===== config.mk =====
export PLATFORM = sky130hd
export DESIGN_NAME = irq_prio_ctrl
export DESIGN_NICKNAME = d
export VERILOG_FILES = /design/src/rtl/irq_prio_pkg.sv /design/src/rtl/irq_prio_pick.sv /design/src/rtl/irq_prio_ctrl.sv
export SDC_FILE = /design/constraint.sdc
export NUM_CORES = 1
export LEC_CHECK = 0
export CAP_MARGIN = 25
export CORE_AREA = 3 3 118 120
export CTS_CLUSTER_SIZE = 28
export DETAILED_ROUTE_END_ITERATION = 8
export DIE_AREA = 0 0 121 123
export DONT_BUFFER_PORTS = 1
export PLACE_DENSITY_LB_ADDON = 0.1
export SLEW_MARGIN = 20
export SYNTH_ARGS = -nofsm -noshare
export SYNTH_HDL_FRONTEND = slang
export SYNTH_SLANG_ARGS = --single-unit

===== constraint.sdc =====
create_clock -name clk -period 13.3 [get_ports clk]
set_input_delay 2.66 -clock clk [delete_from_list [all_inputs] [get_ports clk]]
set_output_delay 2.66 -clock clk [all_outputs]
set_load 0.1 [all_outputs]

===== src/rtl/irq_prio_pkg.sv =====
// Shared types and width helpers for the interrupt priority controller.
package irq_prio_pkg;

    // Two-state presentation FSM: IDLE searches, PRESENT holds a winner until acked.
    typedef enum logic {
        IDLE    = 1'b0,
        PRESENT = 1'b1
    } irq_state_t;

    // Index width for n items, never narrower than one bit.
    function automatic int idx_w(input int n);
        return (n > 1) ? $clog2(n) : 1;
    endfunction

    // Width able to hold a count from 0 to n inclusive.
    function automatic int cnt_w(input int n);
        return $clog2(n + 1);
    endfunction

endpackage


===== src/rtl/irq_prio_pick.sv =====
// Find-first-set over W bits, starting at start_i and wrapping modulo W.
// With start_i tied to zero this is a plain lowest-index priority encoder.
module irq_prio_pick #(
    parameter int W  = 9,
    parameter int IW = (W > 1) ? $clog2(W) : 1
) (
    input  logic [W-1:0]  vec_i,
    input  logic [IW-1:0] start_i,
    output logic          found_o,
    output logic [IW-1:0] idx_o
);

    int pos;

    // Scan from the farthest position back towards start_i so the closest set bit is written last.
    always_comb begin
        found_o = 1'b0;
        idx_o   = '0;
        pos     = 0;
        for (int i = W - 1; i >= 0; i--) begin
            pos = (int'(start_i) + i) % W;
            if (vec_i[pos]) begin
                found_o = 1'b1;
                idx_o   = IW'(pos);
            end
        end
    end

endmodule


===== src/rtl/irq_prio_ctrl.sv =====
// Interrupt priority controller: NUM_GRP groups x NUM_CH channels.
// Request edges set pending bits; the lowest group with an enabled pending
// channel wins and is held on a valid/ready port until acknowledged.
// Optional feature: define IRQ_PRIO_RR_EN for per-group round-robin channel order.
module irq_prio_ctrl
    import irq_prio_pkg::*;
#(
    parameter int NUM_CH  = 9,
    parameter int NUM_GRP = 3
) (
    input  logic                               clk,
    input  logic                               rst_n,
    input  logic [NUM_GRP*NUM_CH-1:0]          irq_req,
    input  logic [NUM_CH-1:0]                  ch_en,
    output logic                               irq_valid,
    output logic [idx_w(NUM_GRP)-1:0]          irq_grp,
    output logic [idx_w(NUM_CH)-1:0]           irq_ch,
    input  logic                               irq_ready,
    output logic                               irq_any,
    output logic [cnt_w(NUM_GRP*NUM_CH)-1:0]   irq_pending_cnt
);

    localparam int N  = NUM_GRP * NUM_CH;
    localparam int GW = idx_w(NUM_GRP);
    localparam int CW = idx_w(NUM_CH);
    localparam int NW = cnt_w(N);

    // Handshake: the winner is offered while irq_valid=1 and consumed on a cycle
    // where irq_valid & irq_ready are both high; irq_ready alone has no effect.

    irq_state_t    state_q, state_d;
    logic [GW-1:0] grp_q, grp_d;
    logic [CW-1:0] ch_q, ch_d;
    logic [N-1:0]  req_q, pending_q, pending_d, clr_vec;
    logic          any_q;
    logic [NW-1:0] cnt_q, cnt_d;
    logic          ack;

    logic [NUM_GRP-1:0] grp_found;
    logic [CW-1:0]      grp_idx [NUM_GRP];
    logic               win_found;
    logic [GW-1:0]      win_grp;
    logic [CW-1:0]      win_ch;

`ifdef IRQ_PRIO_RR_EN
    logic [CW-1:0] ptr_q [NUM_GRP];
`endif

    assign ack             = (state_q == PRESENT) && irq_ready;
    assign irq_valid       = (state_q == PRESENT);
    assign irq_grp         = grp_q;
    assign irq_ch          = ch_q;
    assign irq_any         = any_q;
    assign irq_pending_cnt = cnt_q;

    // One channel search per group over its enabled pending bits.
    for (genvar g = 0; g < NUM_GRP; g++) begin : g_pick
        logic [CW-1:0] start;
`ifdef IRQ_PRIO_RR_EN
        assign start = (ptr_q[g] == CW'(NUM_CH - 1)) ? '0 : ptr_q[g] + CW'(1);
`else
        assign start = '0;
`endif
        irq_prio_pick #(
            .W  (NUM_CH),
            .IW (CW)
        ) u_pick (
            .vec_i   (pending_q[g*NUM_CH +: NUM_CH] & ch_en),
            .start_i (start),
            .found_o (grp_found[g]),
            .idx_o   (grp_idx[g])
        );
    end

    // Lowest-numbered group with a candidate wins; scanned downwards so group 0 is written last.
    always_comb begin
        win_found = 1'b0;
        win_grp   = '0;
        win_ch    = '0;
        for (int g = NUM_GRP - 1; g >= 0; g--) begin
            if (grp_found[g]) begin
                win_found = 1'b1;
                win_grp   = GW'(g);
                win_ch    = grp_idx[g];
            end
        end
    end

    // Next pending vector: the acked bit clears, a fresh edge sets and overrides the clear.
    always_comb begin
        clr_vec = '0;
        for (int i = 0; i < N; i++) begin
            if (ack && (i == int'(grp_q) * NUM_CH + int'(ch_q))) begin
                clr_vec[i] = 1'b1;
            end
        end
        pending_d = (pending_q & ~clr_vec) | (irq_req & ~req_q);
        cnt_d = '0;
        for (int i = 0; i < N; i++) begin
            cnt_d = cnt_d + NW'(pending_d[i]);
        end
    end

    // FSM next state: capture a winner from IDLE, hold it in PRESENT until acked.
    always_comb begin
        state_d = state_q;
        grp_d   = grp_q;
        ch_d    = ch_q;
        case (state_q)
            IDLE: begin
                if (win_found) begin
                    state_d = PRESENT;
                    grp_d   = win_grp;
                    ch_d    = win_ch;
                end
            end
            PRESENT: begin
                if (irq_ready) begin
                    state_d = IDLE;
                end
            end
            default: state_d = IDLE;
        endcase
    end

    // FSM state and presented winner registers.
    always_ff @(posedge clk or negedge rst_n) begin
        if (!rst_n) begin
            state_q <= IDLE;
            grp_q   <= '0;
            ch_q    <= '0;
        end else begin
            state_q <= state_d;
            grp_q   <= grp_d;
            ch_q    <= ch_d;
        end
    end

    // Request history, pending bits and the status outputs derived from next-state pending.
    always_ff @(posedge clk or negedge rst_n) begin
        if (!rst_n) begin
            req_q     <= '0;
            pending_q <= '0;
            any_q     <= 1'b0;
            cnt_q     <= '0;
        end else begin
            req_q     <= irq_req;
            pending_q <= pending_d;
            any_q     <= |pending_d;
            cnt_q     <= cnt_d;
        end
    end

`ifdef IRQ_PRIO_RR_EN
    // Round-robin pointers: the acked group remembers its granted channel.
    always_ff @(posedge clk or negedge rst_n) begin
        if (!rst_n) begin
            for (int g = 0; g < NUM_GRP; g++) begin
                ptr_q[g] <= '0;
            end
        end else if (ack) begin
            ptr_q[grp_q] <= ch_q;
        end
    end
`endif

endmodule


[After elaboration in Yosys (flattened, before gate mapping)]
Cells that the tools add are included.
Storage, ports and cells
  flip-flop bits (word level): 67
  logic and storage cells: 194
Cells by class
  $add $sub $neg: 27
  bitwise operators: 9
  multiply operators: 1
  equal/unequal tests: 26
  muxes and demuxes: 93
  reduce and logical (&&, ||, !) cells: 31
Operator list (number)
  $eq 6x32->1 const A: 10
  $eq 5x32->1 const A: 8
  $eq 4x32->1 const A: 4
  $mux 4: 30
  $add 5x1->5: 22
  $eq 3x32->1 const A: 2
  $mux 1: 59
  $and 27x27->27: 2
  $not 27->27: 2
  $eq 2x32->1 const A: 1
  $logic_not 32->1: 1
  $logic_and 1x1->1: 28
  $and 9x9->9: 3
  $or 27x27->27: 1
  $reduce_or 27->1: 1
  $add 6x4->7: 1
  $eq 5x7->1 const A: 1
  $mul 2x4->6 const B: 1
  $mux 2: 3
  $add 4x1->5: 1
  $add 3x1->4: 1
  $add 2x1->3: 1
  $add 1x1->2: 1
  $pmux 1 s2: 1
  other kinds (2): 2

[Depth between registers and ports, before layout]
Gate-level depths: netlist of the first run.
  word-level depth: 34
  gate-level depth with buffers: 25
  mapped depth without buffers: 25

[By module]
Synthesis of the first run repeated with hierarchy kept, for this count alone.
Unflattened totals
  cells, all modules: 2607
  area, all modules: 19575.0 um^2
By module, submodules not included
  irq_prio_pick at g_pick[0].u_pick ...: times used 2, cells each 759, seq. area each 0.0 um^2, area each 5427.7 um^2
  irq_prio_pick at g_pick[2].u_pick: times used 1, cells each 741, seq. area each 0.0 um^2, area each 5051.1 um^2
  irq_prio_ctrl: times used 1, cells each 348, seq. area each 1676.6 um^2, area each 3668.5 um^2

[Worst setup path after synthesis of the first run]
OpenSTA, ideal clock, no wires.
  path type: input to register
  start point: input irq_ready
  end point: register cnt_q[4], in the netlist irq_pending_cnt[4]
  setup time: 80 ps
  data required time: 13220 ps
  setup slack: 5708 ps
  arrival: 7512 ps
  cell stages on the path: 20
  path buffers: 1
  cell sequence: nand2_4 > or3_1 > buf_6 > o21ai_0 > o21ai_0 > fa_1 > inv_1 > fa_1 > fa_1 > fa_1 > fa_1 > inv_1 > fa_1 > fa_1 > inv_1 > fa_1 > inv_1 > a21o_1 > a21oi_1 > xnor2_1
Between the ends
  cells in the longest elaborated chain, start to end: 32
Ends and longest elaborated chain
  from (decl): RTL line irq_prio_ctrl.sv:18  | input logic irq_ready,
  $logic_and 1x1->1: RTL line irq_prio_ctrl.sv:49  | assign ack = (state_q == PRESENT) && irq_ready;
  $logic_and 1x1->1: RTL line irq_prio_ctrl.sv:93  | if (ack && (i == int'(grp_q) * NUM_CH + int'(ch_q))) begin
  $mux 1: RTL line irq_prio_ctrl.sv:93
  $not 27->27: RTL line irq_prio_ctrl.sv:97  | pending_d = (pending_q & ~clr_vec) | (irq_req & ~req_q);
  $and 27x27->27: RTL line irq_prio_ctrl.sv:97
  $or 27x27->27: RTL line irq_prio_ctrl.sv:97
  via pending_d[0]: RTL line irq_prio_ctrl.sv:34  | logic [N-1:0] req_q, pending_q, pending_d, clr_vec;
  $add 1x1->2: RTL line irq_prio_ctrl.sv:100  | cnt_d = cnt_d + NW'(pending_d[i]);
  $add 2x1->3: RTL line irq_prio_ctrl.sv:100
  $add 3x1->4: RTL line irq_prio_ctrl.sv:100
  $add 4x1->5: RTL line irq_prio_ctrl.sv:100
  $add 5x1->5 (22 in a row): RTL line irq_prio_ctrl.sv:100
  via cnt_d[4]: RTL line irq_prio_ctrl.sv:36  | logic [NW-1:0] cnt_q, cnt_d;
  to (signal assigned): RTL line irq_prio_ctrl.sv:150  | cnt_q <= cnt_d;
  to (decl): RTL line irq_prio_ctrl.sv:36
The timed path passes the listed nets, and every way through them passes these cells.
A chain may end at the register's enable or synchronous reset.

[Worst setup path after layout of the first run]
  start point: register grp_q[1], in the netlist irq_grp[1]
  end point: register cnt_q[4], in the netlist irq_pending_cnt[4]
RTL lines
  from (decl): RTL line irq_prio_ctrl.sv:32  | logic [GW-1:0] grp_q, grp_d;
  from (signal assigned): RTL line irq_prio_ctrl.sv:134  | grp_q <= grp_d;
  $mul 2x4->6: RTL line irq_prio_ctrl.sv:93
  $add 6x4->7: RTL line irq_prio_ctrl.sv:93
  $eq 5x32->1: RTL line irq_prio_ctrl.sv:93
  $logic_and 1x1->1: RTL line irq_prio_ctrl.sv:93
  $mux 1: RTL line irq_prio_ctrl.sv:93
  $not 27->27: RTL line irq_prio_ctrl.sv:97
  $and 27x27->27: RTL line irq_prio_ctrl.sv:97
  $or 27x27->27: RTL line irq_prio_ctrl.sv:97
  via pending_d[13]: RTL line irq_prio_ctrl.sv:34
  $add 5x1->5 (14 in a row): RTL line irq_prio_ctrl.sv:100
  via cnt_d[4]: RTL line irq_prio_ctrl.sv:36
The timed path passes the listed nets, and every way through them passes these cells.

==> impl_metrics.yaml, run 1 <==
detailed_routing:
  drtIter0Drc: 198
  finalWirelength_um: 11000
  ant_nets: 0
  avgViaCountPerCell: 4.97
  drt-wirelength-per-cell_um: 19.4
  post-route-drc-count: 0
  vias: 2820
  firstDrtPassIters: 4
layout:
  nFillCells: 1348
  final_core_util: 0.334
  layout.nets: 460
  diodes: 0
  syn_to_final_growth_pct: 12.6
  drive_gt1_frac: 0.0665
critical_path:
  worst_setup_path_end_kind: "flop"
  cp_cell_sequence: "ha_1 -> ha_1 -> fa_1 -> nor2b_1 -> nand2_1 -> nor3_1 -> o21ai_0 -> fa_1 -> fa_1 -> inv_1 -> fa_1 -> fa_1 -> fa_1 -> inv_1 -> fa_1 -> fa_1 -> inv_1 -> fa_1 -> inv_1 -> a21o_1 -> a21oi_1 -> xnor2_1"
  path_max_fanout: 7
  cp_data_arrival_time_ps: 8040
  crit_type: "flop to flop"
  worstPathRequired_ps: 13570
  slowest_stage: "dfrtp_1"
  cpMostUsedCell: "fa_1"
  cp-start-kind: "flop"
  critPathMaxStageDelay_ps: 1000
timing:
  setup_ws_ps: 5520
  clock.fmax_ghz: 0.129
  worst_pin_slew_ps: 1030
  maxSlewViolCount: 0
  tns_ps: 0
  rsz0062_at_grt: "false"
  period_share: 0.585
  period_needed_ps: 7780
  setup_viol: 0
  max_slew_margin: 0.315
  hold_viol: 0
  finClkSkew_ps: 7.24
floorplanning:
  core_area_um2: 13100
  die_h_um: 123
  die_w_um: 121
  dieArea_um2: 14900
  rows: 42
  num_io_pins: 52
  initial_utilization: 0.297
clock_tree:
  cts.sinks: 67
  postCtsResizedCells: 0
  path_clk_slew_ps: 60
  numCtsBuffers: 9
  htree_levels: 3
  cts_tree: "built"
  root_buffer: "clkbuf_16"
  clk_latency_ps: 340
  cts_buffer_depth: 2
  cts_setup_buffers: 0
  cts.hold.buffers_added: 0
synthesis:
  synth_top_area_share: 0.431
  synth_top_flop_cell: "dfrtp_1"
  syn_nets: 452
  seq_area_frac_synth: 0.431
  netlist_area_um2: 3890
  yosysWarnings: 0
  synth.distinct_cells: 52
  yosys-top-cells-count: "67 x dfrtp_1, 49 x inv_1, 37 x nand2_1, 27 x nand2b_1"
  yosysMostFrequentCell: "dfrtp_1"
  synth_seq_cells: 67
  async_reset_ff_frac: 1.00
  synth_top_area_cell: "dfrtp_1"
  synth_cells: 378
  synth_edf_count: 0
  synthTopCellsByArea: "dfrtp_1 43%, fa_1 10%, ha_1 4.8%"
  avgSynthCellArea_um2: 10.3
grt:
  track_usage: 0.155
  first_global_vias: 2933
  gr-total-overflow: 0
  antenna_found_initial: 0
  grt_max_degree: 68
  grt_pass1_wl_um: 16900
place:
  gp_congestion: 0.831
  dpl_worst_slack_ps: 5280
  post-dp-hpwl_um: 8760
  io_buffers: 0
run:
  cap_violations: 0
pwr:
  leakage_nw: 1.82
  ir_drop_mv: 0.110
  powerDensity_nw_per_um2: 173
hold_path:
  hold_path.class: "flop to flop"
outcome:
  status: "completed"
power breakdown:
part | switching, mW | total, mW | leakage, nW | internal (mW)
combinational | 0.119 | 0.209 | 0.974 | 0.0902
sequential | 0.0832 | 0.309 | 0.708 | 0.226
clock | 0.0927 | 0.237 | 0.141 | 0.144
total | 0.295 | 0.755 | 1.82 | 0.460
final timing paths:
check | start | end | slack, ps | depth (start not counted)
max | irq_grp[1] | irq_pending_cnt[4] | 5520 | 22
min | req_q[26] | pending_q[26] | 540 | 2
max reg2reg | irq_grp[1] | irq_pending_cnt[4] | 5520 | 22
min reg2reg | req_q[26] | pending_q[26] | 540 | 2
max in group asynchronous | rst_n | req_q[13] | 11170 | 0
min in group asynchronous | rst_n | irq_pending_cnt[1] | 2010 | 0
per-layer routing:
metal / vias up / share of wire / track usage
li1: 1344 / - / -
met3: 6 / 0.066 / 0.0425
met2: 81 / 0.48 / 0.253
met1: 1389 / 0.44 / 0.203
met5: - / 0 / 0
met4: 0 / 0.0090 / 0.0467
cells in the final DEF (no fill, tap or decap), drive strengths merged, types with 11 or more instances in the layout:
| cell | instances |
|---|---|
| dfrtp | 67 |
| inv | 49 |
| nand2 | 38 |
| nand2b | 27 |
| o21ai | 20 |
| fa | 20 |
| a21oi | 17 |
| o31ai | 16 |
| ha | 15 |
| nor2 | 14 |
| a22oi | 11 |
cells by family after synthesis:
kind of cell,Yosys count,share of synthesized area
AOI/OAI and AO/OA,95,0.182
and+or+nand+nor,123,0.169
buffers and inverters,53,0.0557
DFF,67,0.431
adders and majority gates,35,0.151
xor gates and xnor gates,5,0.0113
registers in the layout, summed over array words and instances, names as in the netlist:
| register | count |
|---|---|
| pending_q | 27 |
| req_q | 27 |
| irq_pending_cnt | 5 |
| irq_ch | 4 |
| irq_grp | 2 |
| irq_any | 1 |
| irq_valid | 1 |
area by class of cell:
cell class,count,area (µm²),area share
Sequential cell,67,1680,0.383
Clock inverter,7,68.8,0.0157
Tap cell,176,220,0.0503
Inverter,49,184,0.0420
Clock buffer,9,225,0.0515
Multi-Input combinational cell,258,1990,0.456
Timing Repair Buffer,1,7.51,0.00172
metrics by stage:
step           cell area (µm²)  hold WS [ps]  std cells  total power [mW]
4_1_cts                   4380           556        567             0.770
3_3_place_gp              4080           544        551             0.526
3_5_place_dp              4080           546        551             0.525
2_1_floorplan             3890           461        378             0.474
6_report                  4380           543        567             0.755
5_1_grt                   4380           588        567             0.806
critical path: cells and delay by family (launching register included):
kind | cells | cell delay, ps
buf+inv | 4 | 230
flops | 1 | 1000
simple gates | 3 | 1090
fa+ha+maj | 11 | 4720
compound gates | 3 | 520
xor+xnor | 1 | 130
Power figures use the tool's default switching activity.
==> run 2: changes to the inputs <==
--- a/config.mk
+++ b/config.mk
@@ -5,6 +5,7 @@
 export SDC_FILE = /design/constraint.sdc
 export NUM_CORES = 1
 export LEC_CHECK = 0
+export ABC_AREA = 1
 export CAP_MARGIN = 25
 export CORE_AREA = 3 3 118 120
 export CTS_CLUSTER_SIZE = 28
==> constraint.sdc (replaced) <==
create_clock -name clk -period 7.6 [get_ports clk]
set_input_delay 1.52 -clock clk [delete_from_list [all_inputs] [get_ports clk]]
set_output_delay 1.52 -clock clk [all_outputs]
set_load 0.1 [all_outputs]
==> run 2 against run 1 <==
Via count rose by 0.46%. Clock skew fell by 2.3 ps. Largest power group is now combinational logic. Critical path depth did not move. Non-clock buffer count rose by 6. Highest routed layer unchanged. Largest cell class unchanged.
==> impl_metrics.yaml, run 2 <==
place:
  dpl_worst_slack_ps: 979
  placed_cells: 633
  post-dp-hpwl_um: 8360
  io_buffers: 0
  gp_congestion: 0.843
detailed_routing:
  post-route-drc-count: 0
  vias: 2833
  ant_nets: 0
  finalWirelength_um: 10300
  firstDrtPassIters: 4
  drtIter0Drc: 130
  avgViaCountPerCell: 4.37
  drt-wirelength-per-cell_um: 15.8
clock_tree:
  clk_latency_ps: 340
  cts_setup_buffers: 0
  cts_buffer_depth: 2
  root_buffer: "clkbuf_16"
  cts.sinks: 67
  numCtsBuffers: 9
  postCtsResizedCells: 0
  path_clk_slew_ps: 60
  cts.hold.buffers_added: 0
  cts_tree: "built"
  htree_levels: 3
critical_path:
  cp-start-kind: "flop"
  worst_setup_path_end_kind: "flop"
  cp_num_buf_inv: 5
  cp_data_arrival_time_ps: 6810
  ff2ff_setup_slack_ps: 1050
  crit_family: "adder cells"
  cp_cell_sequence: "ha_1 -> ha_1 -> fa_1 -> inv_1 -> nand2_2 -> nor2_1 -> nand2_1 -> a22oi_1 -> inv_1 -> fa_1 -> inv_1 -> fa_1 -> fa_1 -> fa_1 -> fa_1 -> inv_1 -> fa_1 -> fa_1 -> inv_1 -> fa_1 -> o21ai_0 -> xor2_1"
  path_max_fanout: 5
  critPathMaxStageDelay_ps: 570
  crit_cells: 22
  worstPathRequired_ps: 7860
  crit_type: "flop to flop"
  slowest_stage: "fa_1"
  rr_worst_depth: 22
  cpMostUsedCell: "fa_1"
  r2r-start: "irq_grp[1]"
  timing.rr.end: "irq_pending_cnt[4]"
timing:
  whs_ps: 496
  period_needed_ps: 6550
  setup_viol: 0
  maxSlewViolCount: 0
  period_share: 0.861
  max_slew_margin: 0.408
  hold_viol: 0
  finClkSkew_ps: 4.89
  rsz0062_at_grt: "false"
  worst_pin_slew_ps: 889
  clock.fmax_ghz: 0.153
  tns_ps: 0
  setup_ws_ps: 1050
floorplanning:
  dieArea_um2: 14900
  num_io_pins: 52
  core_area_um2: 13100
  die_w_um: 121
  rows: 42
  initial_utilization: 0.293
  die_h_um: 123
layout:
  final_cell_mix: "107 x nand2_1, 88 x inv_1, 67 x dfrtp_1"
  drive_gt1_frac: 0.108
  syn_to_final_growth_pct: 14.5
  final_common_cell: "nand2_1"
  diodes: 0
  nFillCells: 1425
  final_cells: 649
  layout.nets: 542
hold_path:
  min_path_cells: 1
  hold_path.class: "flop to flop"
  min_delay_worst_endpoint: "pending_q[11]"
  hold_start: "req_q[11]"
synthesis:
  async_reset_ff_frac: 1.00
  synth_edf_count: 0
  yosysMostFrequentCell: "nand2_1"
  synth_top_flop_cell: "dfrtp_1"
  synth_top_area_share: 0.437
  synthTopCellsByArea: "dfrtp_1 44%, nand2_1 10%, fa_1 10%"
  netlist_area_um2: 3840
  synth_top_area_cell: "dfrtp_1"
  synth_cells: 451
  synth_seq_cells: 67
  syn_nets: 525
  avgSynthCellArea_um2: 8.51
  yosys-top-cells-count: "107 x nand2_1, 88 x inv_1, 67 x dfrtp_1, 45 x nor2_1, 33 x nand3_1"
  synth.distinct_cells: 27
  seq_area_frac_synth: 0.437
  yosysWarnings: 0
pwr:
  leakage_nw: 2.04
  powerDensity_nw_per_um2: 341
  ir_drop_mv: 0.103
grt:
  track_usage: 0.153
  grt_pass1_wl_um: 16700
  first_global_vias: 3095
  gr-total-overflow: 0
  antenna_found_initial: 0
  grt_max_degree: 68
outcome:
  status: "completed"
run:
  cap_violations: 0
==> run 2: final cells by class <==
cell class	count	area, µm²	share of cell area
Sequential cell	67	1680	0.382
Tap cell	176	220	0.0501
Multi-Input combinational cell	293	1810	0.412
Inverter	90	338	0.0769
Clock buffer	11	243	0.0552
Clock inverter	5	52.6	0.0120
Timing Repair Buffer	7	52.6	0.0120
==> run 2: metal layers <==
| metal | vias to the layer above | share of wire | global-route usage |
|---|---|---|---|
| met2 | 66 | 0.45 | 0.234 |
| met3 | 16 | 0.061 | 0.0480 |
| met5 | - | 0 | 0 |
| met1 | 1329 | 0.46 | 0.200 |
| met4 | 0 | 0.023 | 0.0673 |
| li1 | 1422 | - | - |
==> run 2: cell families after synthesis <==
| group | share of synthesized area |
|---|---|
| buffers and inverters | 0.0910 |
| adders and majority gates | 0.153 |
| AOI/OAI and AO/OA | 0.0779 |
| DFF | 0.437 |
| and+or+nand+nor | 0.234 |
| xor gates and xnor gates | 0.00685 |
==> run 2: worst reg2reg max path, cell delays in order (launching register included) <==
cell and delay, ps:
dfrtp_1 380, ha_1 300, ha_1 230, fa_1 540, inv_1 190, nand2_2 110, nor2_1 140, nand2_1 90
a22oi_1 210, inv_1 120, fa_1 550, inv_1 60, fa_1 490, fa_1 570, fa_1 430, fa_1 500
inv_1 50, fa_1 490, fa_1 190, inv_1 60, fa_1 390, o21ai_0 220, xor2_1 170
==> run 2: power by group <==
group	switching [mW]	leakage, nW	internal [mW]	total [mW]
logic	0.386	1.19	0.191	0.577
clock network	0.155	0.145	0.261	0.416
registers	0.0953	0.708	0.411	0.507
total	0.637	2.04	0.863	1.50
==> run 2: worst max path at each step <==
stage | startpoint | slack (ps) | endpoint
finish | irq_grp[1] | 1050 | irq_pending_cnt[4]
global route | irq_grp[0] | 650 | irq_pending_cnt[4]
floorplan | irq_grp[1] | 780 | irq_pending_cnt[4]
detailed placement | irq_ready | 980 | irq_pending_cnt[4]
CTS | irq_grp[1] | 1000 | irq_pending_cnt[4]
global placement | irq_ready | 1060 | irq_pending_cnt[4]
==> run 2: stage by stage <==
| step | area (µm²) | utilization | power [mW] |
|---|---|---|---|
| 3_5_place_dp | 4100 | 0.313 | 1.10 |
| 2_1_floorplan | 3840 | - | 0.966 |
| 4_1_cts | 4390 | 0.336 | 1.53 |
| 3_3_place_gp | 4100 | 0.313 | 1.10 |
| 6_report | 4390 | 0.336 | 1.50 |
| 5_1_grt | 4390 | 0.336 | 1.63 |
